`src/rtl/wb_arbiter.sv`:
```
// wb_arbiter: round-robin arbiter that shares one Wishbone slave port among
// NUM_MASTERS core-side masters (0 = IF, 1 = MEM control, 2 = LSU).
// The grant is held for the owner's whole cyc tenure. When the owner releases,
// the next owner is chosen at that edge, so grant_o never shows an idle cycle
// between owners. A watchdog raises an error if the slave stalls for too long.
module wb_arbiter #(
  parameter int NUM_MASTERS = 3,
  parameter int TIMEOUT     = 255
) (
  input  logic                        clk,
  input  logic                        rst_i,
  // master side
  input  logic [NUM_MASTERS-1:0]      m_cyc_i,
  input  logic [NUM_MASTERS-1:0]      m_stb_i,
  input  logic [NUM_MASTERS-1:0]      m_we_i,
  input  logic [4*NUM_MASTERS-1:0]    m_sel_i,
  input  logic [32*NUM_MASTERS-1:0]   m_adr_i,
  input  logic [32*NUM_MASTERS-1:0]   m_dat_i,
  output logic [31:0]                 m_dat_o,
  output logic [NUM_MASTERS-1:0]      m_ack_o,
  output logic [NUM_MASTERS-1:0]      m_err_o,
  // slave side
  output logic                        s_cyc_o,
  output logic                        s_stb_o,
  output logic                        s_we_o,
  output logic [3:0]                  s_sel_o,
  output logic [31:0]                 s_adr_o,
  output logic [31:0]                 s_dat_o,
  input  logic [31:0]                 s_dat_i,
  input  logic                        s_ack_i,
  input  logic                        s_err_i,
  // status
  output logic [NUM_MASTERS-1:0]      grant_o
);

  localparam int IDX_W   = $clog2(NUM_MASTERS);
  localparam int WD_NEED = $clog2(TIMEOUT + 1);
  // The watchdog is never narrower than 8 bits.
  localparam int WD_W    = (WD_NEED < 8) ? 8 : WD_NEED;

  // Arbitration state
  logic [NUM_MASTERS-1:0] grant;
  logic [NUM_MASTERS-1:0] grant_next;
  logic [IDX_W-1:0]       last;
  logic [IDX_W-1:0]       last_next;
  logic [IDX_W:0]         cand_idx;
  logic                   found;

  // Watchdog state
  logic [WD_W-1:0]        wd;
  logic [WD_W-1:0]        wd_next;
  logic                   force_err;

  // Owner-derived status
  logic                   busy;
  logic                   owner_cyc;
  logic                   owner_stb;
  logic                   owner_we;
  logic                   rearb;

  // Per-master terms masked by that master's grant bit
  logic [3:0]             sel_term [NUM_MASTERS];
  logic [31:0]            adr_term [NUM_MASTERS];
  logic [31:0]            dat_term [NUM_MASTERS];

  assign busy      = |grant;
  assign owner_cyc = |(grant & m_cyc_i);
  assign owner_stb = |(grant & m_stb_i);
  assign owner_we  = |(grant & m_we_i);

  // The grant is only re-evaluated when nobody owns the bus or the owner has
  // dropped cyc; otherwise the current tenure is locked.
  assign rearb = ~busy | ~owner_cyc;

  // A stalled strobe reaching TIMEOUT is terminated with an error this cycle.
  assign force_err = busy && (wd == WD_W'(TIMEOUT));

  // Mask every master's bus fields with its grant bit; grant is one-hot or
  // zero, so OR-ing the terms afterwards gives the owner's fields, or zero
  // when idle.
  genvar gi;
  generate
    for (gi = 0; gi < NUM_MASTERS; gi++) begin : g_route
      assign sel_term[gi] = grant[gi] ? m_sel_i[4*gi +: 4]   : 4'h0;
      assign adr_term[gi] = grant[gi] ? m_adr_i[32*gi +: 32] : 32'h0;
      assign dat_term[gi] = grant[gi] ? m_dat_i[32*gi +: 32] : 32'h0;
    end
  endgenerate

  // Collapse the masked per-master terms onto the slave port.
  always_comb begin
    s_sel_o = 4'h0;
    s_adr_o = 32'h0;
    s_dat_o = 32'h0;
    for (int k = 0; k < NUM_MASTERS; k++) begin
      s_sel_o = s_sel_o | sel_term[k];
      s_adr_o = s_adr_o | adr_term[k];
      s_dat_o = s_dat_o | dat_term[k];
    end
  end

  // Slave-side control signals; stb is withheld while the watchdog fires so
  // the stalled access is not presented again.
  assign s_cyc_o = owner_cyc;
  assign s_stb_o = owner_stb & ~force_err;
  assign s_we_o  = owner_we;

  // Responses go straight back, but only to the owner.
  assign m_dat_o = s_dat_i;
  assign m_ack_o = grant & {NUM_MASTERS{s_ack_i}};
  assign m_err_o = grant & {NUM_MASTERS{s_err_i | force_err}};
  assign grant_o = grant;

  // Round-robin search starting just after the most recent owner, so the
  // previous owner is considered last.
  always_comb begin
    grant_next = grant;
    last_next  = last;
    found      = 1'b0;
    cand_idx   = '0;
    if (rearb) begin
      grant_next = '0;
      for (int i = 1; i <= NUM_MASTERS; i++) begin
        cand_idx = {1'b0, last} + (IDX_W+1)'(i);
        if (cand_idx >= (IDX_W+1)'(NUM_MASTERS)) begin
          cand_idx = cand_idx - (IDX_W+1)'(NUM_MASTERS);
        end
        if (!found && m_cyc_i[cand_idx[IDX_W-1:0]]) begin
          found                            = 1'b1;
          grant_next                       = '0;
          grant_next[cand_idx[IDX_W-1:0]]  = 1'b1;
          last_next                        = cand_idx[IDX_W-1:0];
        end
      end
    end
  end

  // Watchdog counts stalled strobe cycles and clears on any response, on an
  // idle strobe, or right after it has forced an error (stb is masked then).
  always_comb begin
    wd_next = '0;
    if (s_stb_o && !s_ack_i && !s_err_i) begin
      wd_next = wd + 1'b1;
    end
  end

  // Arbitration and watchdog registers; reset gives master 0 first priority.
  always_ff @(posedge clk or posedge rst_i) begin
    if (rst_i) begin
      grant <= '0;
      last  <= IDX_W'(NUM_MASTERS - 1);
      wd    <= '0;
    end else begin
      grant <= grant_next;
      last  <= last_next;
      wd    <= wd_next;
    end
  end

endmodule

```
`config.mk`:
```
export PLATFORM = sky130hd
export DESIGN_NAME = wb_arbiter
export DESIGN_NICKNAME = d
export VERILOG_FILES = /design/src/rtl/wb_arbiter.sv
export SDC_FILE = /design/constraint.sdc
export NUM_CORES = 1
export LEC_CHECK = 0
export CELL_PAD_IN_SITES_DETAIL_PLACEMENT = 0
export CELL_PAD_IN_SITES_GLOBAL_PLACEMENT = 2
export CORE_MARGIN = 10
export CORE_UTILIZATION = 10
export DETAILED_ROUTE_END_ITERATION = 12
export PLACE_DENSITY_LB_ADDON = 0.05
export SYNTH_ARGS = -nofsm -noshare
export SYNTH_HDL_FRONTEND = slang
export SYNTH_SLANG_ARGS = --single-unit
```
`constraint.sdc`:
```
create_clock -name clk -period 2.7 [get_ports clk]
set_input_delay 0.54 -clock clk [delete_from_list [all_inputs] [get_ports clk]]
set_output_delay 0.54 -clock clk [all_outputs]
set_load 0.01 [all_outputs]
```
==> flow_summary.ini <==
[outcome]
outcome = complete, no violations

[critical_path]
path_common_cell = clkdlybuf4s50_1
critPathCaptureType = output port
worstPathCellList = clkdlybuf4s50_1 -> a222oi_1 -> buf_4 -> inv_1 -> clkdlybuf4s50_1
worstPathRequired_ps = 2160
critPathArrivalTime_ps = 2060
cpMaxStageDelayCell = clkdlybuf4s50_1
r2r-start = last[1]$_DFFE_PP1P_
worst_path_largest_cell_delay_ps = 500
r2r_setup_slack_ps = 470
worstSetupPathType = in -> out
worstPathMaxFanout = 1
reg2reg_depth = 8
start_kind = input pin
r2r-end = grant_o[0]$_DFFE_PP0P_

[clock_network]
ctsRootBufferMaster = clkbuf_16
htree_levels = 1
clock_latency_ps = 240
clk_pin_slew_ps = 50
cts_setup_buffers = 0
post_cts_resized = 0
clk_path_buf_depth = 2
cts_made_buffers = 3
hold_buffers = 0
clock-sinks = 13
cts_tree = done

[route]
viasPerCell = 4.21
drc = 0
antenna_left = 0
avgRoutedWirePerCell_um = 22.2
vias = 3573
wl_um = 18800
drtIter0Drc = 362
first_pass_iters = 7

[min_path]
hold_end = wd[0]$_DFF_PP0_
hp-class = reg -> reg
hold_start = wd[0]$_DFF_PP0_
hold_depth = 1

[sta]
clock_skew_ps = 5.10
rsz0062_at_grt = no
slew_violations = 0
finalCritPeriodShare = 0.964
fin_setup_tns_ps = 0
clock.fmax_ghz = 0.384
slew_headroom = 0.623
tightest_slew_ps = 565
setup_viol = 0
hold_viol = 0
fin_crit_ps = 2600

[power]
leakage_nw = 2.21
powerDensity_nw_per_um2 = 857
vdd_drop_max_mv = 0.415

[die]
core_area_sq_um = 22600
rows = 55
start_util = 0.101
ios = 361
dieArea_sq_um = 29400
die_h_um = 171
fp.dieW_um = 171

[place]
dp_cells = 843
portBuffers = 296
dp_hpwl_um = 15900
place_congestion = 0.748

[synthesis]
ys_types = 41
synth.area.top_cells = a222oi_1 (31%), dfrtp_1 (13%), inv_1 (12%), buf_4 (10%), clkbuf_1 (3.9%)
syn_avg_cell_area_sq_um = 7.47
ys_seq_elements = 13
ys.warnings.count = 0
synth_top_area_frac = 0.310
ys_seq_area_frac = 0.142
yosys.area.top_type = a222oi_1
syn_inst = 307
syn-num-nets = 563
syn-cell-area_sq_um = 2290

[finish]
nets = 819
final_common_cell = clkdlybuf4s50_1
nFillCells = 2449
stdcell_count = 848
drive_above_1_share = 0.0623
syn_to_final_growth_pct = 139
layout_common_cells = clkdlybuf4s50_1 (295), inv_1 (75), a222oi_1 (71), nor2_1 (16), buf_4 (15)

[global_route]
antenna_found_initial = 4
grt_max_degree = 51
grt_pass1_vias = 3766
grt_pass1_wl_um = 25700
grt_overflow = 0
grtUsageTotal = 0.116

[run]
maxCapViolations = 0
## per-stage QoR
| step | hold slack [ps] | power (mW) | setup WS (ps) | area [sq um] | util |
|---|---|---|---|---|---|
| floorplan | 416 | 2.30 | 702 | 2290 | - |
| global placement | 466 | 4.54 | 47.1 | 5390 | 0.238 |
| detailed placement | 473 | 4.48 | 85.0 | 5390 | 0.238 |
| CTS | 497 | 4.79 | 4.10 | 5470 | 0.241 |
| global route | 516 | 5.08 | 11.3 | 5480 | 0.242 |
| finish | 495 | 4.69 | 97.7 | 5480 | 0.242 |
## cells by family (layout without fill, tap and decap cells)
family | Yosys count | in the layout | synth area share
AND/OR/NAND/NOR | 44 | 44 | 0.0927
adder cells (fa/ha/maj) | 7 | 7 | 0.0382
AO/OA/AOI/OAI | 98 | 98 | 0.408
multiplexers | 3 | 3 | 0.0153
XOR/XNOR | 6 | 6 | 0.0229
flip-flops | 13 | 13 | 0.142
other | 0 | 1 | 0
buffers and inverters | 136 | 391 | 0.280
## synthesized netlist by cell type (all sizes together)
cell	n
ha	7
and3	2
nand3	7
a32o	1
a21o	1
mux2	1
a31o	2
nor3	2
xnor2	2
a21oi	5
dfstp	1
nand2b	3
and2	3
o311ai	3
dfrtp	12
o21ai	7
a2111oi	1
o211ai	1
xor2	4
mux2i	2
nand2	5
buf	37
a22oi	1
nor2	17
o21bai	1
or2	1
a31oi	1
a32oi	2
a222oi	71
clkbuf	24
inv	75
nor2b	3
and3b	1
a2bb2oi	1
## where the power goes
group / switching, mW / leakage, nW / internal [mW]
sequential: 0.0925 / 0.167 / 0.251
combinational: 2.00 / 2.01 / 2.06
clock: 0.0867 / 0.0382 / 0.200
total: 2.18 / 2.21 / 2.51
## worst max path at each step
| stage | start | to | slack, ps | cells past startpoint |
|---|---|---|---|---|
| 2_1_floorplan | last[1]$_DFFE_PP1P_ | last[1]$_DFFE_PP1P_ | 700 | 8 |
| 3_3_place_gp | m_dat_i[62] | s_dat_o[30] | 50 | 5 |
| 3_5_place_dp | m_dat_i[62] | s_dat_o[30] | 90 | 5 |
| 4_1_cts | wd[0]$_DFF_PP0_ | m_err_o[0] | 4 | 6 |
| 5_1_grt | grant_o[1]$_DFFE_PP0P_ | s_cyc_o | 10 | 4 |
| 6_report | m_dat_i[62] | s_dat_o[30] | 100 | 5 |
## routing by layer
layer  track usage  routed length [um]
met1         0.117                6320
met4        0.0242                 211
met3        0.0481                2400
met5             0                  39
met2         0.216                9830
## critical path, delay by kind of cell
| family | cells | cell delay, ps |
|---|---|---|
| buffers and inverters | 4 | 1150 |
| AOI/OAI and AO/OA | 1 | 360 |
## registers in the layout, indices dropped and copies added, names as in the netlist
name,cells
grant_o,3
last,2
wd,8
## layout make-up
class / count / area, sq um / area share
timing repair buffer: 312 / 3100 / 0.565
multi-input combinational: 158 / 1330 / 0.243
tap: 285 / 357 / 0.0651
sequential: 13 / 330 / 0.0603
inverter: 75 / 282 / 0.0514
clock buffer: 4 / 78.8 / 0.0144
antenna: 1 / 2.50 / 0.000457
(Power assumes the default switching activity.)
